<file path="config.mk">
export PLATFORM = sky130hd
export DESIGN_NAME = mem_port_arbiter
export DESIGN_NICKNAME = d
export VERILOG_FILES = /design/src/rtl/isa_types_pkg.sv /design/src/rtl/mem_port_arbiter_pipe.sv /design/src/rtl/mem_port_arbiter.sv
export SDC_FILE = /design/constraint.sdc
export NUM_CORES = 1
export LEC_CHECK = 0
export ABC_AREA = 1
export CAP_MARGIN = 40
export CORE_AREA = 2 2 105 107
export CTS_CLUSTER_DIAMETER = 30
export DETAILED_ROUTE_END_ITERATION = 10
export DIE_AREA = 0 0 107 109
export HOLD_SLACK_MARGIN = 0.06
export PLACE_DENSITY = 0.69
export SYNTH_ARGS = -nofsm -noshare
export SYNTH_HDL_FRONTEND = slang
export SYNTH_SLANG_ARGS = --single-unit
</file>
<file path="constraint.sdc">
create_clock -name clock -period 0.87 [get_ports clock]
set_input_delay 0.1305 -clock clock [delete_from_list [all_inputs] [get_ports clock]]
set_output_delay 0.1305 -clock clock [all_outputs]
set_load 0.05 [all_outputs]
</file>
<file path="src/rtl/isa_types_pkg.sv">
// isa_types: shared memory-port types and constants for the hart
// Holds XLEN, the memory read latency, the memory control bundle and the
// in-flight read descriptor used by the memory port arbiter.
package isa_types;
  localparam int unsigned XLEN = 32;
  localparam int unsigned mem_read_latency = 2;
  typedef enum logic [1:0] {write_byte, write_half, write_word} mem_width_t;
  typedef struct packed {
    logic [XLEN-1:0] addr;
    logic wenable;
    mem_width_t wwidth;
    logic [XLEN-1:0] wdata;
  } mem_control_t;
  typedef enum logic {OWNER_IF, OWNER_LS} mem_owner_t;
  typedef struct packed {
    logic valid;
    mem_owner_t owner;
  } mem_inflight_t;
  localparam mem_control_t MEM_CTL_IDLE = '{addr: '0, wenable: 1'b0, wwidth: write_word, wdata: '0};
  localparam mem_inflight_t INFLIGHT_NONE = '{valid: 1'b0, owner: OWNER_LS};
endpackage

</file>
<file path="src/rtl/mem_port_arbiter_pipe.sv">
// mem_latency_pipe: LATENCY-deep shift register of in-flight read descriptors
// Ports: clock, reset_n (sync active-low clear), push_i (descriptor entering
// stage 0 at each edge), tail_o (last stage, valid LATENCY cycles after push).
module mem_latency_pipe
  import isa_types::*;
#(
  parameter int unsigned LATENCY = mem_read_latency
) (
  input  logic          clock,
  input  logic          reset_n,
  input  mem_inflight_t push_i,
  output mem_inflight_t tail_o
);
  mem_inflight_t stage_q [LATENCY];
  always_ff @(posedge clock) begin
    if (!reset_n) begin
      for (int k = 0; k < LATENCY; k++) stage_q[k] <= INFLIGHT_NONE;
    end else begin
      stage_q[0] <= push_i;
      for (int k = 1; k < LATENCY; k++) stage_q[k] <= stage_q[k-1];
    end
  end
  assign tail_o = stage_q[LATENCY-1];
endmodule

</file>
<file path="src/rtl/mem_port_arbiter.sv">
// mem_port_arbiter: shares one memory port between instruction fetch and load/store
// Ports: clock, reset_n (sync active-low); if_req/if_addr -> if_gnt, if_rsp_valid/if_rsp_data;
// ls_req/ls_ctl -> ls_gnt, ls_rsp_valid/ls_rsp_data; mem_ctl to memory, mem_q from memory.
// MEM_ARB_RR_EN: when defined, contention is resolved round-robin; otherwise LS always wins.
module mem_port_arbiter
  import isa_types::*;
#(
  parameter int unsigned LATENCY = mem_read_latency
) (
  input  logic            clock,
  input  logic            reset_n,
  input  logic            if_req,
  input  logic [XLEN-1:0] if_addr,
  output logic            if_gnt,
  output logic            if_rsp_valid,
  output logic [XLEN-1:0] if_rsp_data,
  input  logic            ls_req,
  input  mem_control_t    ls_ctl,
  output logic            ls_gnt,
  output logic            ls_rsp_valid,
  output logic [XLEN-1:0] ls_rsp_data,
  output mem_control_t    mem_ctl,
  input  logic [XLEN-1:0] mem_q
);
  logic ls_win;
  mem_inflight_t push, tail;
`ifdef MEM_ARB_RR_EN
  // prio_q names the requester favoured on contention: the one not granted last.
  mem_owner_t prio_q, prio_d;
  assign ls_win = ls_req && (!if_req || prio_q == OWNER_LS);
  always_comb prio_d = ls_gnt ? OWNER_IF : if_gnt ? OWNER_LS : prio_q;
  always_ff @(posedge clock) begin
    if (!reset_n) prio_q <= OWNER_LS;
    else prio_q <= prio_d;
  end
`else
  assign ls_win = ls_req;
`endif
  // Grants are masked during reset so nothing is consumed while the pipe clears.
  assign ls_gnt = reset_n && ls_win;
  assign if_gnt = reset_n && if_req && !ls_win;
  always_comb begin
    mem_ctl = MEM_CTL_IDLE;
    push = INFLIGHT_NONE;
    if (ls_gnt) begin
      mem_ctl = ls_ctl;
      push = '{valid: !ls_ctl.wenable, owner: OWNER_LS};
    end else if (if_gnt) begin
      mem_ctl.addr = if_addr;
      push = '{valid: 1'b1, owner: OWNER_IF};
    end
  end
  mem_latency_pipe #(.LATENCY(LATENCY)) u_pipe (
    .clock  (clock),
    .reset_n(reset_n),
    .push_i (push),
    .tail_o (tail)
  );
  assign if_rsp_valid = reset_n && tail.valid && tail.owner == OWNER_IF;
  assign ls_rsp_valid = reset_n && tail.valid && tail.owner == OWNER_LS;
  assign if_rsp_data = mem_q;
  assign ls_rsp_data = mem_q;
endmodule

</file>
# --- Word level (Yosys, flattened, before mapping) ---
# Memory sizes are Yosys's and may differ from the RTL's.
# Cells that the tools add are included.
totals:
  reg_bits: 0
  ram_bits: 4
  in_bits: 135
  wordCells: 21
  n_memories: 1
classes:
  n_mux: 9
  bitwise: 3
  reduce_logical: 8
memory_table:
  columns: ["name", "depth", "width", "read_ports", "rd_clocked_by_memory_dff", "wr", "line", "text"]
  rows:
  - ["u_pipe.stage_q", 2, 2, 2, 0, 2, "mem_port_arbiter_pipe.sv:14", "mem_inflight_t stage_q [LATENCY];"]
ops:
  columns: ["operator", "count"]
  rows:
  - ["32-bit two-way mux", 2]
  - ["35-bit two-way mux", 1]
  - ["2-bit two-way mux", 4]
  - ["1-bit logical AND", 6]
  - ["1-bit zero test", 2]
  - ["1-bit two-way mux", 2]
  - ["1-bit bitwise OR", 2]
  - ["1-bit NOT", 1]

# --- Logic depth before layout (Yosys ltp) ---
# Gate-level depths: netlist of run 1.
depth:
  ltp_word: 5
  mapped_depth: 6

# --- Cells and area by module ---
# A second synthesis of run 1 with hierarchy kept.
unflattened:
  cells_unflattened: 270
  area_unflattened_um2: 1463.9
modules_own_cells:
  columns: ["mod", "instances", "cells_each", "area_per_inst_um2", "seq_area_each_um2"]
  rows:
  - ["mem_port_arbiter", 1, 256, 1338.8, 0.0]
  - ["mem_latency_pipe", 1, 14, 125.1, 80.1]

# --- Worst setup path before layout of run 1 ---
# OpenSTA, ideal clock, no wires.
synth_timing:
  path_type: "input to output"
  start: "input reset_n"
  end: "output mem_ctl[10] in the netlist's numbering"
  t_arrival_ns: 1.178
  required_ns: 0.739
  path_slack_ns: -0.438
  cell_stages: 4
  path_buffers: 2
  cell_sequence: "buf_4 -> nand2_4 -> buf_2 -> nor2_1"
synth_rtl:
  columns: ["item", "line", "text"]
  rows:
  - ["from (decl)", "mem_port_arbiter.sv:11", "input logic reset_n,"]
  - ["to (decl)", "mem_port_arbiter.sv:22", "output mem_control_t mem_ctl,"]

==> results of run 1 <==
## repair_timing
| item | CTS | global route |
|---|---|---|
| resized for setup | 125 | 100 |
| setup endpoints to repair | 75 | 71 |
| buffers inserted | 5 | 4 |
| pin swaps | 74 | 78 |
| gates cloned | 10 | 2 |
## through the flow
step	setup slack, ns	instance area [um^2]	utilization	hold slack [ns]
after floorplan	-0.06061	2092	-	0.2447
after global placement	-0.7567	4189	0.3951	0.2615
after detailed placement	-0.7802	4189	0.3951	0.2615
after CTS	-0.2848	4787	0.4515	0.2615
after global routing	-0.2255	5032	0.4746	0.2611
final	-0.1869	5032	0.4746	0.2610
## kinds of logic after synthesis
logic type,share of synthesized area
simple gates,0.4250
compound gates,0.003487
flops,0.05585
buf+inv,0.5157
## cell type report
cell class / instances / area share
tap: 140 / 0.03481
timing repair inverter: 2 / 0.007956
sequential: 4 / 0.01691
multi-input combinational: 140 / 0.2728
timing repair buffer: 203 / 0.6238
clock buffer: 3 / 0.008205
inverter: 40 / 0.03555
## power by group
| part | switching, mW | internal (mW) | total (mW) |
|---|---|---|---|
| clock | 0.0892 | 0.294 | 0.384 |
| combinational | 1.35 | 1.37 | 2.72 |
| sequential | 0.00572 | 0.192 | 0.198 |
## worst min path at each step
stage               slack (ns)                               to
detailed placement        0.26                   ls_rsp_data[8]
global route              0.26                  ls_rsp_data[12]
CTS                       0.26                   ls_rsp_data[8]
finish                    0.26                  if_rsp_data[12]
global placement          0.26                   ls_rsp_data[8]
floorplan                 0.24  u_pipe.stage_q[0][1]$_SDFF_PN0_
## synth_stat cells
cell type / instances
buf_2: 13
o21ai_0: 1
buf_6: 3
nand4_1: 32
or2_2: 1
buf_4: 65
nand3_1: 1
inv_2: 1
nand2_4: 1
inv_1: 38
nand2_1: 67
dfxtp_1: 4
inv_4: 1
nor2_1: 36
## metal layers
metal,wire (um),vias up
li1,-,1009
met1,2695,991
met2,4619,146
met3,778,16
met4,143,0
met5,0,-
## critical path, cell delays in order
cell and delay [ns]:
clkdlybuf4s50_1 0.53, nand2_4 0.07, nand2_4 0.06, buf_12 0.13
==> qor.yml, run 1 <==
r2r-start: "u_pipe.stage_q[0][1]$_SDFF_PN0_"
worstMarginPinSlew_ns: 0.2237
gp_congestion: 0.6820
synth_area_leaders: "buf_4, nand2_1, nand4_1"
maxCapViolCount: 0
ant_nets: 0
finalClockSkew_ns: 0.00002347
rsz0062_at_grt: "yes"
busiest_layer: "met2"
synth_seq_cells: 4
relSlewSlack: 0.8504
grt_use_total: 0.1296
grt_antenna_before_repair: 0
dieArea_mm2: 0.01166
fillers: 966
die_w_um: 107
clk_latency_ns: 0.21
grtUsageMet3: 0.03825
synth.yosys.seq_area_share: 0.05585
cp.required_ns: 0.74
grt_pass1_wl_mm: 11.85
r2r_slack_ns: 0.40
setup_ws_ns: -0.1869
slew_violations: 0
setup_viol: 71
grt_pass1_vias: 2332
finalPower_mw: 3.298
crit_path_end: "mem_ctl[46]"
grt_max_degree: 24
dp_hpwl_mm: 5.528
avgSynthCellArea_um2: 5.431
wire_per_inst_um: 15.48
die_h_um: 109
regArea_um2: 85.08
initial_core_util: 0.1352
crit_type: "in -> out"
regMostFlops: "u_pipe.stage_q"
cts_root_buf: "clkbuf_8"
r2r_end: "u_pipe.stage_q[0][3]$_SDFF_PN0_"
cts_made_buffers: 3
largest_register_ffs: 4
layout-drive-gt1-share: 0.6480
synthToLayoutAreaGrowth_pct: 251.0
rows: 38
top_regs: "u_pipe.stage_q: 4 flops"
tns_ns: -7.505
dr.pass1.iters: 4
cp-startpoint: "ls_ctl[46]"
mostFrequentLayoutCell: "buf_12"
hold_buffers: 0
worst_setup_path_start_kind: "input port"
syn-num-nets: 399
status: "finished with violations"
min_path_type: "in -> out"
synth_largest_area_cell: "buf_4"
clockBufferDepth: 2
min_path_cells: 0
synth_top_area_frac: 0.3403
violations: "setup timing"
synth_area_mm2: 0.001434
place_inst: 510
io_pins: 270
htree_levels: 1
drc: 0
gr-usage-met2: 0.2530
cp_max_fo: 1
layout_min_cycle_time_ns: 1.057
fin_cells: 532
fmaxAchievable_mhz: 946.2
core_area_mm2: 0.01060
drt-initial-drc-count: 104
ys_warn_count: 0
ir_drop_uv: 313.4
period_share: 1.215
p_leak_nw: 2.678
wl_mm: 8.236
multi_input_area_mm2: 0.001373
routed-via-count: 2162
cts_tree: "yes"
clock_sinks: 4
layout.nets: 529
arrival_ns: 0.93
synth_cells: 264
hold_start: "mem_q[12]"
ys_types: 14
portBuffers: 173
antenna_cells: 0
via_per_inst: 4.064
hold_viol: 0
grt.overflow.total: 0
gr-usage-met1: 0.1299
cp-end-kind: "primary output"
layout_common_cells: "buf_12, dlymetal6s2s_1, nand2_4"
power_density_mw_per_mm2: 655.3
rr_worst_depth: 2
Note: power is estimated with default switching activity, not from simulation.
==> run 2: changes to the inputs <==
--- a/config.mk
+++ b/config.mk
@@ -13,6 +13,7 @@
 export DIE_AREA = 0 0 107 109
 export HOLD_SLACK_MARGIN = 0.06
 export PLACE_DENSITY = 0.69
+export SLEW_MARGIN = 0
 export SYNTH_ARGS = -nofsm -noshare
 export SYNTH_HDL_FRONTEND = slang
 export SYNTH_SLANG_ARGS = --single-unit
==> results of run 2 <==
The final DEF is identical to that of run 1; final timing and power are the same.
==> run 3: changes to the inputs <==
--- a/config.mk
+++ b/config.mk
@@ -13,6 +13,7 @@
 export DIE_AREA = 0 0 107 109
 export HOLD_SLACK_MARGIN = 0.06
 export PLACE_DENSITY = 0.69
+export SETUP_SLACK_MARGIN = 0.2
 export SLEW_MARGIN = 0
 export SYNTH_ARGS = -nofsm -noshare
 export SYNTH_HDL_FRONTEND = slang
==> qor.yml, run 3 (synthesis results as in run 1) <==
status: "finished with violations"
violations: "setup timing"
rsz0062_at_grt: "yes"
layout_min_cycle_time_ns: 1.051
wl_mm: 8.204
crit_chain: "clkdlybuf4s50_1 > nand2_2 > nand2_4 > buf_12"
io_pins: 270
synthToLayoutAreaGrowth_pct: 237.5
r2r-start: "u_pipe.stage_q[0][1]$_SDFF_PN0_"
via_per_inst: 4.053
slew_violations: 0
clock_sinks: 4
r2r_end: "u_pipe.stage_q[0][3]$_SDFF_PN0_"
cp-end-kind: "primary output"
cts_tree: "yes"
layout.nets: 530
relSlewSlack: 0.8370
initial_core_util: 0.1352
mostFrequentLayoutCell: "dlygate4sd2_1"
finalClockSkew_ns: 0.0004762
min_path_type: "in -> out"
grt.overflow.total: 0
r2r_slack_ns: 0.38
layout_common_cells: "dlygate4sd2_1, buf_12, nand2_4"
core_area_mm2: 0.01060
fillers: 994
p_leak_nw: 2.280
setup_ws_ns: -0.1807
layout-drive-gt1-share: 0.6438
maxCapViolCount: 0
worstMarginPinSlew_ns: 0.2437
grt_max_degree: 17
fmaxAchievable_mhz: 951.8
setup_viol: 68
top_regs: "u_pipe.stage_q: 4 flops"
fin_cells: 533
regMostFlops: "u_pipe.stage_q"
gp_congestion: 0.6837
portBuffers: 173
cts_root_buf: "clkbuf_8"
cp_max_fo: 1
power_density_mw_per_mm2: 675.3
slowest_delay_ns: 0.50
crit_type: "in -> out"
period_share: 1.208
ir_drop_uv: 329.8
wire_per_inst_um: 15.39
rows: 38
ant_nets: 0
critPathSlowestCell: "clkdlybuf4s50_1"
cts_made_buffers: 3
hold_viol: 0
die_h_um: 109
grt_use_total: 0.1355
dieArea_mm2: 0.01166
worst_setup_path_start_kind: "input port"
grt_pass1_wl_mm: 12.27
die_w_um: 107
antenna_cells: 0
clockBufferDepth: 2
dr.pass1.iters: 3
routed-via-count: 2160
min_path_cells: 0
hold_buffers: 0
drt-initial-drc-count: 51
grt_pass1_vias: 2345
cp-startpoint: "ls_ctl[65]"
crit_path_end: "mem_ctl[65]"
finalPower_mw: 3.268
largest_register_ffs: 4
grt_antenna_before_repair: 0
dp_hpwl_mm: 5.424
cp.required_ns: 0.74
drc: 0
place_inst: 507
htree_levels: 1
arrival_ns: 0.92
clk_latency_ns: 0.22
rr_worst_depth: 2
run 3: cell count changes in the layout (fill, tap and decap cells not counted), sizes merged, moves of 2 or more:
cell	before	now
dlymetal6s2s	62	3
clkdlybuf4s50	17	10
inv	41	43
dlygate4sd2	20	86
buf	102	104
run 3: per-layer routing:
| metal | part of all wire | global-route usage | wire [um] |
|---|---|---|---|
| met1 | 0.34 | 0.1513 | 2823 |
| met2 | 0.56 | 0.2625 | 4601 |
| met3 | 0.076 | 0.02271 | 622 |
| met4 | 0.019 | 0.03896 | 157 |
| met5 | 0 | 0 | 0 |
run 3: layout make-up:
class                           instances  area, um^2  share of cell area
Clock buffer                            3       41.29            0.008532
Inverter                               40       178.9             0.03697
Multi-Input combinational cell        139        1361              0.2813
Sequential cell                         4       82.58             0.01706
Tap cell                              140       175.2             0.03619
Timing Repair Buffer                  204        2944              0.6083
Timing Repair inverter                  3       56.30             0.01163
run 3: per-stage QoR:
| step | area (um^2) | util | setup WS [ns] | hold WS (ns) | setup TNS (ns) |
|---|---|---|---|---|---|
| 6_report | 4840 | 0.4565 | -0.1807 | 0.2610 | -8.856 |
| 3_3_place_gp | 4177 | 0.3939 | -0.7902 | 0.2615 | -51.22 |
| 2_1_floorplan | 2102 | - | -0.04940 | 0.2447 | -1.786 |
| 5_1_grt | 4840 | 0.4565 | -0.2027 | 0.2611 | -11.08 |
| 3_5_place_dp | 4177 | 0.3939 | -0.8328 | 0.2615 | -52.74 |
| 4_1_cts | 4727 | 0.4458 | -0.1753 | 0.2615 | -8.968 |
run 3: critical path, delay by kind of cell:
family | cells | cell delay, ns
simple gates | 2 | 0.16
buf+inv | 2 | 0.63
run 3: how the worst min path moves through the flow:
stage,to,from,slack (ns)
6_report,ls_rsp_data[28],mem_q[28],0.26
5_1_grt,ls_rsp_data[7],mem_q[7],0.26
3_3_place_gp,if_rsp_data[2],mem_q[2],0.26
3_5_place_dp,if_rsp_data[2],mem_q[2],0.26
2_1_floorplan,u_pipe.stage_q[0][1]$_SDFF_PN0_,ls_ctl[34],0.24
4_1_cts,if_rsp_data[2],mem_q[2],0.26
run 3: what timing repair did:
action,4_1_cts,5_1_grt
endpoints found under the setup margin,75,73
pin swaps,106,57
gates resized for setup,213,21
cloned,11,1
buffers inserted,9,2
run 3: power by group:
group          leakage, nW  internal [mW]  total (mW)  switching (mW)
Combinational         2.23           1.32        2.68            1.36
Sequential          0.0329          0.194       0.199         0.00505
Clock               0.0216          0.295       0.388          0.0936
Total                 2.28           1.81        3.27            1.46
